**config.mk**
```make
export PLATFORM = sky130hd
export DESIGN_NAME = mem_access_unit
export DESIGN_NICKNAME = d
export VERILOG_FILES = /design/src/rtl/mem_access_unit_pkg.sv /design/src/rtl/mem_lane_align.sv /design/src/rtl/mem_access_unit.sv
export SDC_FILE = /design/constraint.sdc
export NUM_CORES = 1
export LEC_CHECK = 0
export BUFFER_PORTS_ARGS = -buffer_cell sky130_fd_sc_hd__buf_4
export CAP_MARGIN = 20
export CORE_ASPECT_RATIO = 1.1
export CORE_UTILIZATION = 41
export CTS_BUF_LIST = sky130_fd_sc_hd__clkbuf_4 sky130_fd_sc_hd__clkbuf_8 sky130_fd_sc_hd__clkbuf_16
export DETAILED_ROUTE_END_ITERATION = 7
export GPL_TIMING_DRIVEN = 0
export HOLD_SLACK_MARGIN = 0.1
export SYNTH_ARGS = -nofsm -noshare
export SYNTH_HDL_FRONTEND = slang
export SYNTH_HIERARCHICAL = 1
export SYNTH_SLANG_ARGS = --single-unit
```
**constraint.sdc**
```tcl
create_clock -name clk -period 3.25 [get_ports clk]
set_input_delay 0.4875 -clock clk [delete_from_list [all_inputs] [get_ports clk]]
set_output_delay 0.4875 -clock clk [all_outputs]
set_load 0.03 [all_outputs]
```
**src/rtl/mem_access_unit_pkg.sv**
```systemverilog
// mem_access_unit_pkg: op codes, FSM states and alignment helper for the load/store unit.
package mem_access_unit_pkg;
  typedef enum logic [2:0] {
    OP_LB, OP_LH, OP_LW, OP_LBU, OP_LHU, OP_SB, OP_SH, OP_SW
  } op_e;
  typedef enum logic [1:0] {S_IDLE, S_ACCESS, S_WRITE, S_DONE} state_e;
  function automatic logic is_misaligned(op_e op, logic [1:0] lo);
    return ((op == OP_LH || op == OP_LHU || op == OP_SH) && lo[0]) ||
           ((op == OP_LW || op == OP_SW) && lo != 2'b00);
  endfunction
endpackage

```
**src/rtl/mem_lane_align.sv**
```systemverilog
// mem_lane_align: little-endian lane extract/extend for loads and lane merge for sub-word stores.
module mem_lane_align
  import mem_access_unit_pkg::*;
(
  input  op_e         op,
  input  logic [1:0]  lo,
  input  logic [31:0] rd_word,
  input  logic [31:0] merge_word,
  input  logic [15:0] wdata,
  output logic [31:0] load_data,
  output logic [31:0] store_word
);
  logic [7:0]  b;
  logic [15:0] h;
  always_comb begin
    b = rd_word[8*lo +: 8];
    h = lo[1] ? rd_word[31:16] : rd_word[15:0];
    load_data = op == OP_LB  ? {{24{b[7]}}, b} :
                op == OP_LBU ? {24'h0, b} :
                op == OP_LH  ? {{16{h[15]}}, h} :
                op == OP_LHU ? {16'h0, h} : rd_word;
    store_word = merge_word;
    if (op == OP_SB) store_word[8*lo +: 8] = wdata[7:0];
    else store_word[16*lo[1] +: 16] = wdata;
  end
endmodule

```
**src/rtl/mem_access_unit.sv**
```systemverilog
// mem_access_unit: byte-addressed load/store initiator onto a word-indexed memory, RMW for SB/SH.
// Define MEM_ALIGN_CHECK_EN to fault misaligned halfword/word accesses instead of ignoring low bits.
module mem_access_unit
  import mem_access_unit_pkg::*;
#(
  parameter int ADDR_W = 32,
  parameter int DATA_W = 32
) (
  input  logic              clk,
  input  logic              reset,
  input  logic              req_valid,
  output logic              req_ready,
  input  logic [2:0]        req_op,
  input  logic [ADDR_W-1:0] req_addr,
  input  logic [DATA_W-1:0] req_wdata,
  output logic              resp_valid,
  output logic [DATA_W-1:0] resp_rdata,
  output logic              resp_fault,
  output logic [ADDR_W-1:0] mem_access_addr,
  output logic [DATA_W-1:0] mem_write_data,
  output logic              mem_write_en,
  output logic              mem_read_en,
  input  logic [DATA_W-1:0] mem_read_data
);
  state_e            state_q, state_d;
  op_e               op_q, op_d;
  logic [ADDR_W-1:0] addr_q, addr_d;
  logic [DATA_W-1:0] wdata_q, wdata_d, merge_q, merge_d, rdata_q, rdata_d;
  logic              fault_q, fault_d;
  logic              misalign, is_sub, in_access, in_write;
  logic [DATA_W-1:0] load_data, store_word;

`ifdef MEM_ALIGN_CHECK_EN
  assign misalign = is_misaligned(op_e'(req_op), req_addr[1:0]);
`else
  assign misalign = 1'b0;
`endif

  assign is_sub    = op_q == OP_SB || op_q == OP_SH;
  assign in_access = state_q == S_ACCESS;
  assign in_write  = state_q == S_WRITE;

  mem_lane_align u_align (
    .op         (op_q),
    .lo         (addr_q[1:0]),
    .rd_word    (mem_read_data),
    .merge_word (merge_q),
    .wdata      (wdata_q[15:0]),
    .load_data  (load_data),
    .store_word (store_word)
  );

  always_comb begin
    state_d = state_q;
    op_d    = op_q;
    addr_d  = addr_q;
    wdata_d = wdata_q;
    merge_d = merge_q;
    rdata_d = rdata_q;
    fault_d = fault_q;
    case (state_q)
      S_IDLE: if (req_valid) begin
        state_d = misalign ? S_DONE : S_ACCESS;
        op_d    = op_e'(req_op);
        addr_d  = req_addr;
        wdata_d = req_wdata;
        rdata_d = '0;
        fault_d = misalign;
      end
      S_ACCESS: begin
        state_d = is_sub ? S_WRITE : S_DONE;
        if (is_sub) merge_d = mem_read_data;
        else if (op_q != OP_SW) rdata_d = load_data;
      end
      S_WRITE: state_d = S_DONE;
      S_DONE: begin
        state_d = S_IDLE;
        fault_d = 1'b0;
      end
    endcase
  end

  always_ff @(posedge clk) begin
    if (reset) begin
      state_q <= S_IDLE;
      op_q    <= OP_LB;
      addr_q  <= '0;
      wdata_q <= '0;
      merge_q <= '0;
      rdata_q <= '0;
      fault_q <= 1'b0;
    end else begin
      state_q <= state_d;
      op_q    <= op_d;
      addr_q  <= addr_d;
      wdata_q <= wdata_d;
      merge_q <= merge_d;
      rdata_q <= rdata_d;
      fault_q <= fault_d;
    end
  end

  assign req_ready       = state_q == S_IDLE;
  assign resp_valid      = state_q == S_DONE;
  assign resp_rdata      = rdata_q;
  assign resp_fault      = fault_q;
  assign mem_access_addr = (in_access || in_write) ? {2'b00, addr_q[ADDR_W-1:2]} : '0;
  // Strobes gated by reset so an interrupted RMW never reaches memory.
  assign mem_read_en     = !reset && in_access && op_q != OP_SW;
  assign mem_write_en    = !reset && ((in_access && op_q == OP_SW) || in_write);
  assign mem_write_data  = in_write ? store_word : (in_access && op_q == OP_SW) ? wdata_q : '0;
endmodule
```
==> qor.csv, run 1 <==
metric;value;unit
status;finished, final reports clean;
Hold Path Origin;req_addr[17];
hold_buf cts;0;
largest net degree at the start of global routing;17;
asr flop ratio synth;0;%
Routed WL;24800;microns
Adder-Cell Fraction of Synth Area;1.46;%
first-pass GRT wire length;38600;microns
YS warnings;6;
drt first pass iters;5;
fraction of layout cells with a size suffix above 1;25.6;%
final setup violation count;0;
Worst Hold Path EP;addr_q[17]$_SDFFE_PP0P_;
Tot GR Track Use;25.6;%
Root Driver;clkbuf_16;
Reg power frac;29.2;%
Antenna Cells;0;
VDD IR max;0.000428;V
register area share after synthesis;34.6;%
TritonCTS clock tree;built;
reg2reg setup slack;1.11;ns
GPL Wtd Cong;0.872;
number of port buffers;198;
crit path time final;3.05;ns
Static Leak;4.25;nW
Final Skew;0.0128;ns
Final TNS setup;0;ns
most common cell after layout, fill and taps aside;buf_4;
Avg WL per Cell;17.1;microns
NetSw;3.04;mW
mux cell area share after synthesis;14.3;%
final core occ;55.6;%
critical path data required time;2.76;ns
Synth Flop Type;dfxtp_1;
total core area;18400;sq um
clock share of power;26.3;%
internal power;4.28;mW
Fin. Hold Viols;0;
Final Slew Violations;0;
R2R cell count;8;
vias per cell;5.28;
number of synthesized flops with an enable pin;0;
critical path type;register to output port;
detailed placement HPWL;18800;microns
fmax;327;MHz
Critical R2R Capture;resp_rdata[15]$_SDFFE_PP0P_;
drc violations;0;
post-synthesis simple-gate area fraction;23.9;%
Clock Path Buffers;2;
Die Y;146;microns
initial antenna violation count;0;
clock sink count;133;
number of global-route vias before repair;7204;
Compound-Gate Fraction of Synth Area;19.2;%
Netlist Area Pre-Place;7700;sq um
DR vias;7641;
clk_lat worst skew;0.43;ns
Initial Utilization;41.8;%
Die Width;133;microns
top-area cell type share of the netlist area;34.6;%
post-synth top area cell;dfxtp_1;
max-cap viol count;0;
clock slew at reported path FFs;0.06;ns
PD cells;715;nW/um^2
CTS buffer count;17;
Crit Reg-Reg Startpoint;addr_q[0]$_SDFFE_PP0P_;
average size of a mapped cell;8.01;sq um
Yosys reg bits;133;
Worst slew margin;63.3;%
H-Tree Depth;4;
main combinational cell family by area after synthesis;simple AND/OR/NAND/NOR gates;
worst hold stages;3;
grt ovf;0;
Rows;52;
crit-path max FO;10;
number of distinct library cells after synthesis;51;
DRT antenna net count;0;
die area;19300;sq um
crit path capture type;output port;
post-synthesis xor/xnor area fraction;0.341;%
Final period util;94.0;%
Worst-Margin Slew;0.535;ns
First DRT Iteration DRCs;584;
top cells by area, synth;dfxtp_1 (35%), mux2i_1 (12%), nand2_1 (9.1%);
Sw Share;41.5;%
Ports;203;
Hold WS;0.296;ns
RSZ-0062 raised after global routing;yes;
Critical Path Source Type;register;
Hold Crit Class;input port to register;
commonest cells after routing, fill and taps aside;buf_4 (214), nand2_1 (187), a21oi_1 (132);
NumNets Final;1302;
Layout area overhead;32.8;%
Worst EP arrival;2.57;ns
Comb power frac;44.5;%
Cells after Synth;961;
## metal layers
metal  wire, microns  GRT usage, %  share of wire (%)
met5               0             0                  0
met4             926          12.2                3.7
met3            1490          4.60                6.0
met2           11500          40.5                 46
met1           10900          33.8                 44
## cells in the mapped netlist (2+ instances only)
cell / number
nand2_1: 187
buf_8: 3
buf_4: 5
inv_1: 6
o21ai_1: 6
nor3_1: 2
nor2_1: 40
o211a_1: 9
nor2b_1: 13
dfxtp_1: 133
nand2b_1: 65
a21oi_1: 132
mux4_2: 7
buf_2: 30
o21ai_0: 36
xor2_1: 2
mux2i_1: 92
nand4_1: 33
a21o_1: 7
ha_1: 9
buf_6: 3
clkbuf_1: 41
and2_1: 31
a22oi_1: 7
a22o_1: 16
buf_1: 6
a221oi_1: 16
## worst max path at each step
stage / start / cells after the start / to
after global placement: addr_q[1]$_SDFFE_PP0P_ / 8 / mem_write_data[0]
after floorplan: addr_q[0]$_SDFFE_PP0P_ / 8 / mem_write_data[1]
after CTS: addr_q[0]$_SDFFE_PP0P_ / 11 / mem_write_data[21]
after detailed placement: addr_q[1]$_SDFFE_PP0P_ / 8 / mem_write_data[0]
final: addr_q[0]$_SDFFE_PP0P_ / 11 / mem_write_data[27]
after global routing: addr_q[0]$_SDFFE_PP0P_ / 11 / mem_write_data[26]
## cell type report
cell class                 count  area, sq um
clock inverter                12          130
buffer                        87          455
multi-input combinational    734         4600
timing repair buffer         210         1580
fill                        1820         8180
tap                          243          304
sequential                   133         2670
inverter                       8         36.3
clock buffer                  19          453
## power groups by stage
stage	Sequential (mW)	Clock, mW	Combinational [mW]
floorplan	2.29	0	2.01
detailed placement	2.17	0	3.17
global route	2.18	2.02	3.55
CTS	2.14	1.95	3.20
global placement	2.16	0	3.16
finish	2.14	1.92	3.26
## sequential cells by signal, summed over array words and instances, names as in the netlist
register,cells
addr_q,32
merge_q,32
op_q,3
resp_rdata,32
state_q,2
wdata_q,32
## metrics by stage
| step | power [mW] | std cells | setup WS, ns | cell area [sq um] |
|---|---|---|---|---|
| 6_report | 7.31 | 1446 | 0.196 | 10200 |
| 2_1_floorplan | 4.29 | 963 | 0.453 | 7710 |
| 3_5_place_dp | 5.34 | 1404 | 0.104 | 9500 |
| 5_1_grt | 7.75 | 1446 | -0.00606 | 10200 |
| 3_3_place_gp | 5.32 | 1404 | 0.129 | 9500 |
| 4_1_cts | 7.28 | 1438 | 0.000219 | 10100 |
## logic make-up (layout without fill, tap and decap cells)
logic type,count (synthesis),after routing
simple gates,379,379
compound gates,239,239
flops,133,133
mux,101,101
buf+inv,96,336
fa+ha+maj,9,9
xor+xnor,3,3
other cells,1,3
## worst max-delay path, cell delays in order, from the launching register on
cell	delay, ns
dfxtp_4	0.36
buf_6	0.11
buf_12	0.14
inv_4	0.06
ha_4	0.26
nor4b_4	0.35
buf_4	0.19
a221oi_1	0.07
a21oi_1	0.20
mux2i_1	0.10
nor2_1	0.11
buf_4	0.17
## repair_timing
| action | CTS | global route |
|---|---|---|
| buffers inserted | 4 | 8 |
| endpoints found under the hold margin | 0 | 0 |
| gates resized for setup | 5 | 11 |
| pin swaps | 3 | 1 |
| setup endpoints to repair | 32 | 31 |
| cloned | 0 | 0 |
(Power assumes the default switching activity.)
==> run 2: changes to the inputs <==
Settings changed: BUFFER_PORTS_ARGS -buffer_cell sky130_fd_sc_hd__buf_4 to unset, DONT_BUFFER_PORTS set to 1.
Clock period 3.25 ns to 2.7 ns, I/O delays scaled along.
==> run 2 against run 1 <==
The flow now finishes with violations (negative setup slack); die area is the same; highest routed layer unchanged; combinational power grew 13%; critical path type unchanged; clock power grew 17%; total power grew 20%; largest power group unchanged; first-iteration DRC count grew 3.6%.
==> qor.csv, run 2 (same netlist as run 1, synthesis figures left out) <==
metric;value;unit;change
status;complete, but fails checks;;
failing checks;negative setup slack;;
first-pass GRT wire length;38300;microns;-0.89%
Rows;52;;unchanged
Final Slew Violations;0;;unchanged
placed insts;1207;;-14%
# fillers;1784;;-2.0%
crit path time final;2.85;ns;
Final period util;106;%;
Hold Crit Class;input port to register;;
Final Skew;0.0101;ns;-0.00261 ns
commonest cells after routing, fill and taps aside;nand2_1 (187), dfxtp_1 (128), a21oi_1 (126);;
clock share of power;25.5;%;-0.8 points
Antenna Cells;0;;unchanged
Reg power frac;32.4;%;+3.2 points
RSZ-0062 raised after global routing;yes;;
Routed WL;24900;microns;+0.51%
largest net degree at the start of global routing;17;;unchanged
crit-path max FO;8;;-2
GPL Wtd Cong;0.893;;+2.4%
Non-Filler Instances;1285;;-11%
NetSw;3.86;mW;+27%
CP cell instances;buf_8 > clkinvlp_4 > ha_4 > nor2_4 > buf_6 > nor4b_4 > buf_6 > a221oi_2 > a21oi_2 > mux2i_1 > nor2_4;;
clk_lat worst skew;0.42;ns;about the same
R2R cell count;6;;-2
delay-heaviest family, CP;simple AND/OR/NAND/NOR gates;;
Clock Path Buffers;2;;unchanged
fmax;351;MHz;
drt first pass iters;5;;unchanged
post-route setup slack;-0.152;ns;-0.348 ns
Worst-Margin Slew;0.521;ns;-0.0144 ns
detailed placement HPWL;18000;microns;-4.6%
final setup violation count;32;;+32
Tot GR Track Use;25.5;%;-0.098 points
Critical Path Source Type;register;;
Worst EP arrival;2.45;ns;-0.12 ns
drc violations;0;;unchanged
Static Leak;3.55;nW;-16%
First DRT Iteration DRCs;605;;+3.6%
critical path type;register to output port;;
Crit path largest cell delay;0.36;ns;about the same
most common cell after layout, fill and taps aside;nand2_1;;
Sw Share;43.9;%;+2.4 points
Comb power frac;42.0;%;-2.5 points
Ports;203;;unchanged
Initial Utilization;41.8;%;unchanged
TritonCTS clock tree;built;;
VDD IR max;0.000517;V;+21%
NumNets Final;1140;;-12%
critical path data required time;2.30;ns;-0.46 ns
critical path depth;11;;unchanged
vias per cell;5.58;;+5.6%
Layout area overhead;25.0;%;
max-cap viol count;0;;unchanged
Fin. Hold Viols;0;;unchanged
fraction of layout cells with a size suffix above 1;20.1;%;-5.5 points
grt ovf;0;;unchanged
number of global-route vias before repair;6983;;-3.1%
Critical-path top delay cell;dfxtp_4;;
Worst slew margin;64.3;%;+0.98 points
worst hold stages;2;;-1
H-Tree Depth;4;;unchanged
DR vias;7169;;-6.2%
Die Y;146;microns;unchanged
number of port buffers;0;;-100%
DRT antenna net count;0;;unchanged
PD cells;911;nW/um^2;+27%
CTS buffer count;17;;unchanged
Root Driver;clkbuf_16;;
initial antenna violation count;0;;unchanged
crit path capture type;output port;;
clock sink count;133;;unchanged
clock slew at reported path FFs;0.06;ns;about the same
die area;19300;sq um;unchanged
Avg WL per Cell;19.4;microns;+13%
total core area;18400;sq um;unchanged
Die Width;133;microns;unchanged
Final TNS setup;-3.36;ns;-3.36 ns
internal power;4.92;mW;+15%
worst path bufs/invs;4;;-1
## run 2: cell count changes in the layout (fill, tap and decap cells not counted), sizes merged
cell and change:
bufinv -1, clkinv +1, clkbuf +1, dlygate4sd3 +22, buf -184
## run 2: per-layer routing
layer	share of wire, %	track usage [%]	routed length, microns
met1	42	31.2	10500
met2	49	43.6	12200
met3	6.5	6.23	1620
met4	2.2	8.79	553
met5	0	0	0
## run 2: what timing repair did
action,4_1_cts,5_1_grt
endpoints found under the hold margin,22,0
hold buffers,22,0
pin swaps,23,27
endpoints found under the setup margin,33,33
setup buffers,15,11
resized for setup,103,32
## run 2: stage by stage
stage	hold WS [ns]	setup slack, ns	cell area [sq um]	power, mW	util [%]
2_1_floorplan	0.432	0.0263	7750	5.20	-
3_3_place_gp	0.438	-0.407	8050	5.94	43.7
3_5_place_dp	0.442	-0.434	8060	5.97	43.8
4_1_cts	0.100	-0.197	9390	8.64	51.0
5_1_grt	0.108	-0.276	9630	9.26	52.3
6_report	0.115	-0.152	9630	8.77	52.3
## run 2: area by class of cell
class / instances / area [sq um] / share of cell area (%)
plain buffers: 86 / 478 / 4.97
clock buffers: 20 / 460 / 4.78
clock inverters: 12 / 105 / 1.09
inverters: 8 / 40.0 / 0.416
multi-input cells: 734 / 5120 / 53.2
flip-flops and latches: 133 / 2670 / 27.8
well taps: 243 / 304 / 3.16
repair buffers: 49 / 439 / 4.56
## run 2: final timing paths
kind,from,endpoint,slack [ns]
worst max-delay path,addr_q[1]$_SDFFE_PP0P_,mem_write_data[24],-0.15
worst max register to register,state_q[0]$_SDFFE_PP0P_,resp_rdata[27]$_SDFFE_PP0P_,0.46
worst min register to register,addr_q[11]$_SDFFE_PP0P_,addr_q[11]$_SDFFE_PP0P_,0.45
worst min-delay path,req_addr[4],addr_q[4]$_SDFFE_PP0P_,0.11
## run 2: power groups by stage
stage               clock network (mW)  registers, mW  logic (mW)
floorplan                            0           2.75        2.45
global placement                     0           2.85        3.09
detailed placement                   0           2.86        3.11
CTS                               2.27           2.83        3.54
global route                      2.35           2.89        4.02
finish                            2.24           2.85        3.69
==> run 3: changes to the inputs <==
Settings changed: CORE_ASPECT_RATIO 1.1 to unset.
==> run 3 against run 2 <==
Clock skew shrank 0.0020 ns; sequential share of layout area is 0.054 points lower; total power up 3.9%; critical path type unchanged; largest power group unchanged; worst hold slack worse by 0.00054 ns; global-route usage fell by 0.40 points; the flow finishes with violations (design-rule violations, negative setup slack).
==> qor.csv, run 3 (same netlist as run 1, synthesis figures left out) <==
metric;value;unit;change
First DRT Iteration DRCs;630;;+4.1%
Ports;203;;unchanged
placed insts;1193;;-1.2%
Tot GR Track Use;25.1;%;-0.40 points
vias per cell;5.65;;+1.3%
R2R cell count;6;;unchanged
Root Driver;clkbuf_16;;
Worst-Margin Slew;0.537;ns;+0.0167 ns
Final Slew Violations;0;;unchanged
Reg power frac;31.3;%;-1.1 points
first-pass GRT wire length;37600;microns;-1.8%
Comb power frac;39.9;%;-2.1 points
GPL Wtd Cong;0.862;;-3.5%
number of global-route vias before repair;6607;;-5.4%
# fillers;1703;;-4.5%
H-Tree Depth;4;;unchanged
Clock Path Buffers;2;;unchanged
Avg WL per Cell;19.6;microns;+1.0%
DP Worst Slack;-0.415;ns;+0.0191 ns
PD cells;945;nW/um^2;+3.7%
Critical Path Source Type;register;;
TritonCTS clock tree;built;;
DRT antenna net count;0;;unchanged
Worst EP arrival;2.40;ns;-0.05 ns
Routed WL;24800;microns;-0.47%
critical path type;register to output port;;
Static Leak;3.54;nW;-0.29%
crit path capture type;output port;;
Layout area overhead;25.2;%;
drc violations;9;;+9
critical path data required time;2.30;ns;about the same
clock share of power;28.8;%;+3.3 points
fraction of layout cells with a size suffix above 1;20.0;%;-0.096 points
Initial Utilization;42.3;%;+0.47 points
Fin. Hold Viols;0;;unchanged
Hold Crit Class;input port to register;;
largest net degree at the start of global routing;17;;unchanged
Antenna Cells;0;;unchanged
CTS buffer count;17;;unchanged
NetSw;3.80;mW;-1.4%
post-route setup slack;-0.110;ns;+0.0423 ns
final setup violation count;28;;-13%
VDD IR max;0.000525;V;+1.6%
fmax;356;MHz;+1.5%
worst hold stages;2;;unchanged
status;complete, but fails checks;;
Final Skew;0.00813;ns;-0.00201 ns
DR vias;7153;;-0.22%
crit-path max FO;8;;unchanged
Non-Filler Instances;1266;;-1.5%
crit path time final;2.81;ns;-0.0423 ns
Worst slew margin;64.0;%;-0.25 points
clk_lat worst skew;0.43;ns;about the same
number of port buffers;0;;unchanged
Rows;49;;-5.8%
most common cell after layout, fill and taps aside;nand2_1;;
drt first pass iters;8;;+3
commonest cells after routing, fill and taps aside;nand2_1 (187), dfxtp_1 (128), a21oi_1 (124);;
Die Y;139;microns;-4.6%
initial antenna violation count;0;;unchanged
die area;19300;sq um;about the same
grt ovf;0;;unchanged
Sw Share;41.7;%;-2.2 points
detailed placement HPWL;17800;microns;-0.72%
failing checks;design-rule violations, negative setup slack;;
total core area;18200;sq um;-1.1%
Die Width;139;microns;+4.8%
NumNets Final;1135;;-0.44%
RSZ-0062 raised after global routing;yes;;
Final period util;104;%;-1.6 points
max-cap viol count;0;;unchanged
clock slew at reported path FFs;0.06;ns;about the same
clock sink count;133;;unchanged
internal power;5.31;mW;+8.0%
==> run 3: area by class of cell <==
type	count	area, sq um	share of cell area, %
buffer	86	469	4.87
clock buffer	24	490	5.09
clock inverter	8	171	1.78
inverter	8	37.5	0.389
multi-input combinational	734	5110	53.0
sequential	133	2670	27.7
tap	229	287	2.97
timing repair buffer	44	402	4.16
==> run 3: what timing repair did <==
action,4_1_cts,5_1_grt
hold buffers,25,0
endpoints found under the hold margin,25,0
setup buffers,16,2
endpoints found under the setup margin,33,33
resized for setup,100,35
pin swaps,25,23
==> run 3: worst paths after layout <==
kind | slack [ns] | start | to
worst max-delay path | -0.11 | addr_q[1]$_SDFFE_PP0P_ | mem_write_data[26]
worst min-delay path | 0.11 | req_addr[27] | addr_q[27]$_SDFFE_PP0P_
worst max register to register | 0.47 | state_q[0]$_SDFFE_PP0P_ | resp_rdata[26]$_SDFFE_PP0P_
worst min register to register | 0.45 | addr_q[5]$_SDFFE_PP0P_ | addr_q[5]$_SDFFE_PP0P_
==> run 3: power by group through the flow <==
stage                     registers [mW]  clock network (mW)  logic [mW]
after global routing                2.89                2.75        3.95
after detailed placement            2.86                   0        3.09
final                               2.85                2.63        3.64
after global placement              2.86                   0        3.07
after floorplan                     2.75                   0        2.45
after CTS                           2.83                2.66        3.52
==> run 3: routing by layer <==
layer / up-vias / GRT usage [%] / share of wire, %
li1: 3461 / - / -
met1: 3386 / 32.5 / 43
met2: 266 / 40.5 / 47
met3: 40 / 6.42 / 7.4
met4: 0 / 8.83 / 2.4
met5: - / 0 / 0
==> run 3: critical path: stages (launching register included) <==
cell        delay (ns)
dfxtp_4           0.37
buf_8             0.10
clkinvlp_4        0.14
ha_4              0.21
nor2_4            0.13
nor4b_4           0.21
buf_6             0.19
a221oi_1          0.10
a21oi_2           0.20
mux2i_2           0.12
nor2_4            0.21
==> run 3: stage by stage <==
stage	TNS [ns]	power (mW)	cell area (sq um)	hold WS, ns	util [%]
after global placement	-10.94	5.93	8040	0.437	44.1
after detailed placement	-10.94	5.95	8040	0.442	44.2
final	-1.62	9.12	9640	0.114	53.0
after floorplan	0	5.20	7750	0.432	-
after CTS	-2.94	9.02	9490	0.101	52.1
after global routing	-4.54	9.59	9640	0.104	53.0
